## src/rtl/mux_rr_feeder_if.sv

```systemverilog
// Handshake bundle between the four request sources, the feeder and the
// downstream consumer of the captured word.
//   req/a/b/c/d : source requests and per-channel data
//   ack         : one-hot capture pulse back to the sources
//   sel         : select of the last granted channel (drives the data mux)
//   out_data/out_valid/out_ready : downstream valid/ready channel
// The slave modport is the feeder's view; master is the environment's view.
interface mux_rr_feeder_if #(
    parameter int DW = 4
) ();
    logic [3:0]    req;
    logic [DW-1:0] a;
    logic [DW-1:0] b;
    logic [DW-1:0] c;
    logic [DW-1:0] d;
    logic [3:0]    ack;
    logic [1:0]    sel;
    logic [DW-1:0] out_data;
    logic          out_valid;
    logic          out_ready;

    modport slave (
        input  req, a, b, c, d, out_ready,
        output ack, sel, out_data, out_valid
    );

    modport master (
        output req, a, b, c, d, out_ready,
        input  ack, sel, out_data, out_valid
    );
endinterface

```

## src/rtl/mux_rr_feeder.sv

```systemverilog
// Round-robin feeder for the 4-to-1 data mux. Picks one of four requesting
// sources, captures its word into an output register, drives the mux select
// and hands the word downstream over valid/ready.
//   clk   : rising-edge clock
//   rst_n : asynchronous active-low reset
//   bus   : mux_rr_feeder_if.slave (req, a..d, ack, sel, out_*)
//
// state | meaning
// IDLE  | output register empty, out_valid=0
// FULL  | output register holds a word, out_valid=1
module mux_rr_feeder #(
    parameter int DW = 4
) (
    input  logic           clk,
    input  logic           rst_n,
    mux_rr_feeder_if.slave bus
);

    typedef enum logic {IDLE, FULL} state_t;

    state_t        state_q;
    logic [1:0]    ptr_q;
    logic [1:0]    ptr_d;
    logic [3:0]    ack_q;
    logic [1:0]    sel_q;
    logic [DW-1:0] data_q;
    logic          valid_q;

    logic [3:0]    ereq;
    logic          win_found;
    logic [1:0]    win_idx;
    logic [DW-1:0] win_data;

    // A source keeps req high in the cycle its ack is visible, so mask it
    // to avoid granting the same word twice.
    assign ereq = bus.req & ~ack_q;

    always_comb begin
        win_found = 1'b0;
        win_idx   = ptr_q;
        for (int i = 0; i < 4; i++) begin
            automatic logic [1:0] idx = ptr_q + 2'(i);
            if (!win_found && ereq[idx]) begin
                win_found = 1'b1;
                win_idx   = idx;
            end
        end
    end

    always_comb begin
        case (win_idx)
            2'd0:    win_data = bus.a;
            2'd1:    win_data = bus.b;
            2'd2:    win_data = bus.c;
            default: win_data = bus.d;
        endcase
    end

    assign ptr_d = win_idx + 2'd1;

    always_ff @(posedge clk or negedge rst_n) begin
        if (!rst_n) begin
            state_q <= IDLE;
            ptr_q   <= 2'd0;
            ack_q   <= 4'b0000;
            sel_q   <= 2'd0;
            data_q  <= '0;
            valid_q <= 1'b0;
        end else begin
            case (state_q)
                IDLE: begin
                    if (win_found) begin
                        sel_q   <= win_idx;
                        data_q  <= win_data;
                        valid_q <= 1'b1;
                        ack_q   <= 4'b0001 << win_idx;
                        ptr_q   <= ptr_d;
                        state_q <= FULL;
                    end else begin
                        ack_q <= 4'b0000;
                    end
                end
                FULL: begin
                    if (!bus.out_ready) begin
                        ack_q <= 4'b0000;
                    end else if (win_found) begin
                        // accept and reload on the same edge: no bubble
                        sel_q   <= win_idx;
                        data_q  <= win_data;
                        ack_q   <= 4'b0001 << win_idx;
                        ptr_q   <= ptr_d;
                    end else begin
                        // sel/data keep their last values so the mux is quiet
                        valid_q <= 1'b0;
                        ack_q   <= 4'b0000;
                        state_q <= IDLE;
                    end
                end
                default: begin
                    state_q <= IDLE;
                    valid_q <= 1'b0;
                    ack_q   <= 4'b0000;
                end
            endcase
        end
    end

    assign bus.ack       = ack_q;
    assign bus.sel       = sel_q;
    assign bus.out_data  = data_q;
    assign bus.out_valid = valid_q;

endmodule

```

## src/flat_wrapper.sv

```systemverilog
// flat-port wrapper written by rule: the top's interface ports become plain ports
module mux_rr_feeder_flat 
#(
    parameter int DW = 4
)
  (clk, rst_n, bus_req, bus_a, bus_b, bus_c, bus_d, bus_out_ready, bus_ack, bus_sel, bus_out_data, bus_out_valid);
  mux_rr_feeder_if #(.DW(DW)) bus_i ();
  input  logic clk;
  input  logic rst_n;
  input wire logic [$bits(bus_i.req)-1:0] bus_req;
  input wire logic [$bits(bus_i.a)-1:0] bus_a;
  input wire logic [$bits(bus_i.b)-1:0] bus_b;
  input wire logic [$bits(bus_i.c)-1:0] bus_c;
  input wire logic [$bits(bus_i.d)-1:0] bus_d;
  input wire logic [$bits(bus_i.out_ready)-1:0] bus_out_ready;
  output wire logic [$bits(bus_i.ack)-1:0] bus_ack;
  output wire logic [$bits(bus_i.sel)-1:0] bus_sel;
  output wire logic [$bits(bus_i.out_data)-1:0] bus_out_data;
  output wire logic [$bits(bus_i.out_valid)-1:0] bus_out_valid;
  assign bus_i.req = bus_req;
  assign bus_i.a = bus_a;
  assign bus_i.b = bus_b;
  assign bus_i.c = bus_c;
  assign bus_i.d = bus_d;
  assign bus_i.out_ready = bus_out_ready;
  assign bus_ack = bus_i.ack;
  assign bus_sel = bus_i.sel;
  assign bus_out_data = bus_i.out_data;
  assign bus_out_valid = bus_i.out_valid;
  mux_rr_feeder #(.DW(DW)) u_core (.clk(clk), .rst_n(rst_n), .bus(bus_i));
endmodule
```

## config.mk

```make
export PLATFORM = sky130hd
export DESIGN_NAME = mux_rr_feeder_flat
export DESIGN_NICKNAME = d
export VERILOG_FILES = /design/src/rtl/mux_rr_feeder_if.sv /design/src/rtl/mux_rr_feeder.sv /design/src/flat_wrapper.sv
export SDC_FILE = /design/constraint.sdc
export NUM_CORES = 1
export LEC_CHECK = 0
export CAP_MARGIN = 20
export CORE_AREA = 3 3 41 51
export CTS_BUF_LIST = sky130_fd_sc_hd__clkbuf_2
export CTS_CLUSTER_DIAMETER = 80
export DETAILED_ROUTE_END_ITERATION = 16
export DIE_AREA = 0 0 44 54
export DONT_BUFFER_PORTS = 1
export HOLD_SLACK_MARGIN = 0.12
export PLACE_DENSITY = 0.61
export SYNTH_ARGS = -nofsm -noshare
export SYNTH_HDL_FRONTEND = slang
export SYNTH_SLANG_ARGS = --single-unit
```

## constraint.sdc

```tcl
create_clock -name clk -period 2.15 [get_ports clk]
set_input_delay 0.43 -clock clk [delete_from_list [all_inputs] [get_ports clk]]
set_output_delay 0.43 -clock clk [all_outputs]
set_load 0.05 [all_outputs]
```

==> summary.md <==
| Metric | Value |
|---|---|
| Wire length per cell | `17.2 um` |
| Register area share after synthesis | `43.0%` |
| Synth Warn # | `0` |
| Tot Pwr | `1.77 mW` |
| Hold/Removal Path Class | `in2reg` |
| Area leader, netlist | `dfrtp_1` |
| Root Driver | `clkbuf_2` |
| Min Hold Slack | `0.339 ns` |
| Ys flop type | `dfrtp_1` |
| Peak Freq | `0.489 GHz` |
| Most numerous cell in the Yosys netlist | `dfrtp_1` |
| Slew HR | `59.6%` |
| Post-DRT Antenna Nets | `0` |
| Largest net degree at the start of global routing | `15` |
| Gr usage total | `17.3%` |
| Crit path max fanout | `5` |
| Comb pwr share | `53.6%` |
| Core area | `1640 um2` |
| Register share of total power | `39.4%` |
| # diodes | `0` |
| EDFF count, synth | `0` |
| Worst reg2reg setup slack | `0.11 ns` |
| Crit path required time | `2.33 ns` |
| Placed Area | `922 um2` |
| CTS tree | `done` |
| Hold path start | `bus_d[2]` |
| FILL cells | `131` |
| Share of cells above drive strength 1 | `39.8%` |
| Clock power frac | `7.0%` |
| Reg2reg start | `u_core.bus.ack[0]` |
| Post-Layout Cell Count | `111` |
| Status | `complete, no violations` |
| Sw power | `0.924 mW` |
| Synth top cells by count | `14 x dfrtp_1, 6 x nand2_1, 6 x nor2_1, 6 x o21ai_1` |
| Grt ovf | `0` |
| Clock Skews | `0.0140 ns` |
| PD cells | `1690 nW/um2` |
| Syn avg cell area | `10.3 um2` |
| Worst Setup End Kind | `flop` |
| Initial Util | `49.6%` |
| Cell total after placement | `105` |
| Setup WS pre-CTS | `-0.0309 ns` |
| Worst setup margin | `0.105 ns` |
| CP max stage cell | `dfrtp_2` |
| GPL Wtd Cong | `0.873` |
| Final Instance Area | `1050 um2` |
| Core Rows | `16` |
| Arrival @ worst endpoint | `2.23 ns` |
| Max_cap viols | `0` |
| Detail Placement HPWL | `1.46 mm` |
| Setup crit start kind | `flop` |
| Clock transition at the registers of the reported paths | `0.14 ns` |
| Endpoints failing setup | `0` |
| Final period util | `95.1%` |
| Post-route DRC | `0` |
| Clk_lat worst skew | `0.28 ns` |
| Distinct cells, synth | `26` |
| Tightest Pin Transition | `0.604 ns` |
| Buffers on Ports | `0` |
| Crit path kind | `reg2reg` |
| Initial DRC count | `13` |
| Sw Ratio | `52.1%` |
| CP peak stage delay | `0.48 ns` |
| Setup tns final | `0 ns` |
| Die Area | `2380 um2` |
| Drt via density | `5.97` |
| Vias in the first global route | `684` |
| Nets | `122` |
| Fin. max-slew vios | `0` |
| Layout Area Growth over Synthesis | `29.2%` |
| CTS sink count | `14` |
| H-Tree Depth | `1` |
| Post-synth top area share | `43.0%` |
| Fin util | `64.1%` |
| Synth Register Bits | `14` |
| Pint | `0.850 mW` |
| Async S/R FF share, synth | `100%` |
| FF-to-FF path depth | `9` |
| Die Ht | `54 um` |
| Total CTS buffers | `3` |
| Final min period | `2.04 ns` |
| Worst ir drop on vdd | `0.939 mV` |
| Maximum root-to-sink buffer count | `2` |
| Synth area leaders | `dfrtp_1 43%, ha_1 7.7%, a222oi_1 4.9%, nand2b_1 3.8%, o21ai_1 3.7%` |
| Die W | `44 um` |
| Initial antenna violation count | `0` |
| Synthesized cell area | `815 um2` |
| First-pass GRT wire length | `2.95 mm` |
| Synthesized Nets | `107` |
| R2R Path End | `u_core.bus.out_data[3]` |
| Vias post-DR | `663` |
| Mapped Cells | `79` |
| Worst-path cell chain | `nand2b_4 > o221a_2 > o21ai_4 > inv_2 > ha_4 > a222oi_1 > nor2_1 > a21oi_1 > o21ai_1` |
| Num ports | `34` |
| Drt first pass iters | `4` |
| Hold endpoint | `u_core.bus.out_data[2]` |
| DRT Wirelength | `1.91 mm` |
| Pleak | `0.467 nW` |
| Hold Fails Final Rpt | `0` |
| Hold Path Depth | `2` |
[placed cells by master, fill, tap and decap left out, drive strengths merged, types with 2 or more instances in the layout]
| cell type | instances |
|---|---|
| inv | 3 |
| and3 | 4 |
| clkbuf | 3 |
| ha | 5 |
| mux2 | 2 |
| dfrtp | 14 |
| a21oi | 5 |
| nor3b | 2 |
| nor2b | 4 |
| o21ai | 8 |
| buf | 11 |
| nor2 | 6 |
| nand2 | 6 |
| a222oi | 4 |
| nand2b | 5 |
[sequential cells by signal, summed over array words and instances, names as in the netlist]
register              flops
u_core.bus.ack            4
u_core.bus.out_data       4
u_core.bus.out_valid      1
u_core.bus.sel            2
u_core.ptr_q              2
u_core.state_q            1
[routing by layer]
layer	vias up	wire length (um)	GRT usage [%]
met3	4	111	2.34
met4	0	21	8.54
met5	-	0	0
li1	322	-	-
met2	26	1040	32.5
met1	311	738	18.5
[area by class of cell]
| class | count | area, um2 | area share, % |
|---|---|---|---|
| Multi-Input combinational cell | 60 | 552 | 52.4 |
| Sequential cell | 14 | 355 | 33.8 |
| Timing Repair Buffer | 12 | 92.6 | 8.80 |
| Tap cell | 18 | 22.5 | 2.14 |
| Clock buffer | 3 | 15.0 | 1.43 |
| Inverter | 3 | 11.3 | 1.07 |
| Clock inverter | 1 | 3.75 | 0.357 |
[power groups by stage]
stage / Combinational, mW / Clock [mW] / Sequential, mW
6_report: 0.950 / 0.124 / 0.700
4_1_cts: 0.822 / 0.127 / 0.679
2_1_floorplan: 0.479 / 0 / 0.764
3_3_place_gp: 0.799 / 0 / 0.682
3_5_place_dp: 0.811 / 0 / 0.686
5_1_grt: 1.05 / 0.138 / 0.714
[critical path: cells and delay by family (launching register included)]
kind | cells | cell delay (ns)
AO/OA/AOI/OAI | 5 | 1.00
flip-flops | 1 | 0.48
AND/OR/NAND/NOR | 2 | 0.23
adder cells (fa/ha/maj) | 1 | 0.18
buffers and inverters | 1 | 0.08
[how the worst max path moves through the flow]
stage                      start                     end  cells past startpoint
3_5_place_dp          bus_req[3]  u_core.bus.out_data[0]                      9
6_report       u_core.bus.ack[0]  u_core.bus.out_data[3]                      9
3_3_place_gp          bus_req[3]  u_core.bus.out_data[0]                      9
2_1_floorplan  u_core.bus.ack[3]  u_core.bus.out_data[1]                      9
4_1_cts        u_core.bus.ack[0]  u_core.bus.out_data[0]                      9
5_1_grt        u_core.bus.ack[0]  u_core.bus.out_data[3]                      9
[what timing repair did]
item / CTS / global route
buffers inserted: 0 / 1
hold buffers: 1 / 0
hold endpoints to repair: 14 / 0
setup endpoints to repair: 0 / 4
gates resized for setup: 0 / 17
[kinds of logic (layout without fill, tap and decap cells)]
logic type / after synthesis / after routing / share of synthesized area, %
AND/OR/NAND/NOR: 30 / 30 / 22.3
AO/OA/AOI/OAI: 23 / 23 / 21.5
flip-flops: 14 / 14 / 43.0
adder cells (fa/ha/maj): 5 / 5 / 7.68
buffers and inverters: 5 / 19 / 2.76
multiplexers: 2 / 2 / 2.76
Power figures use the tool's default switching activity.
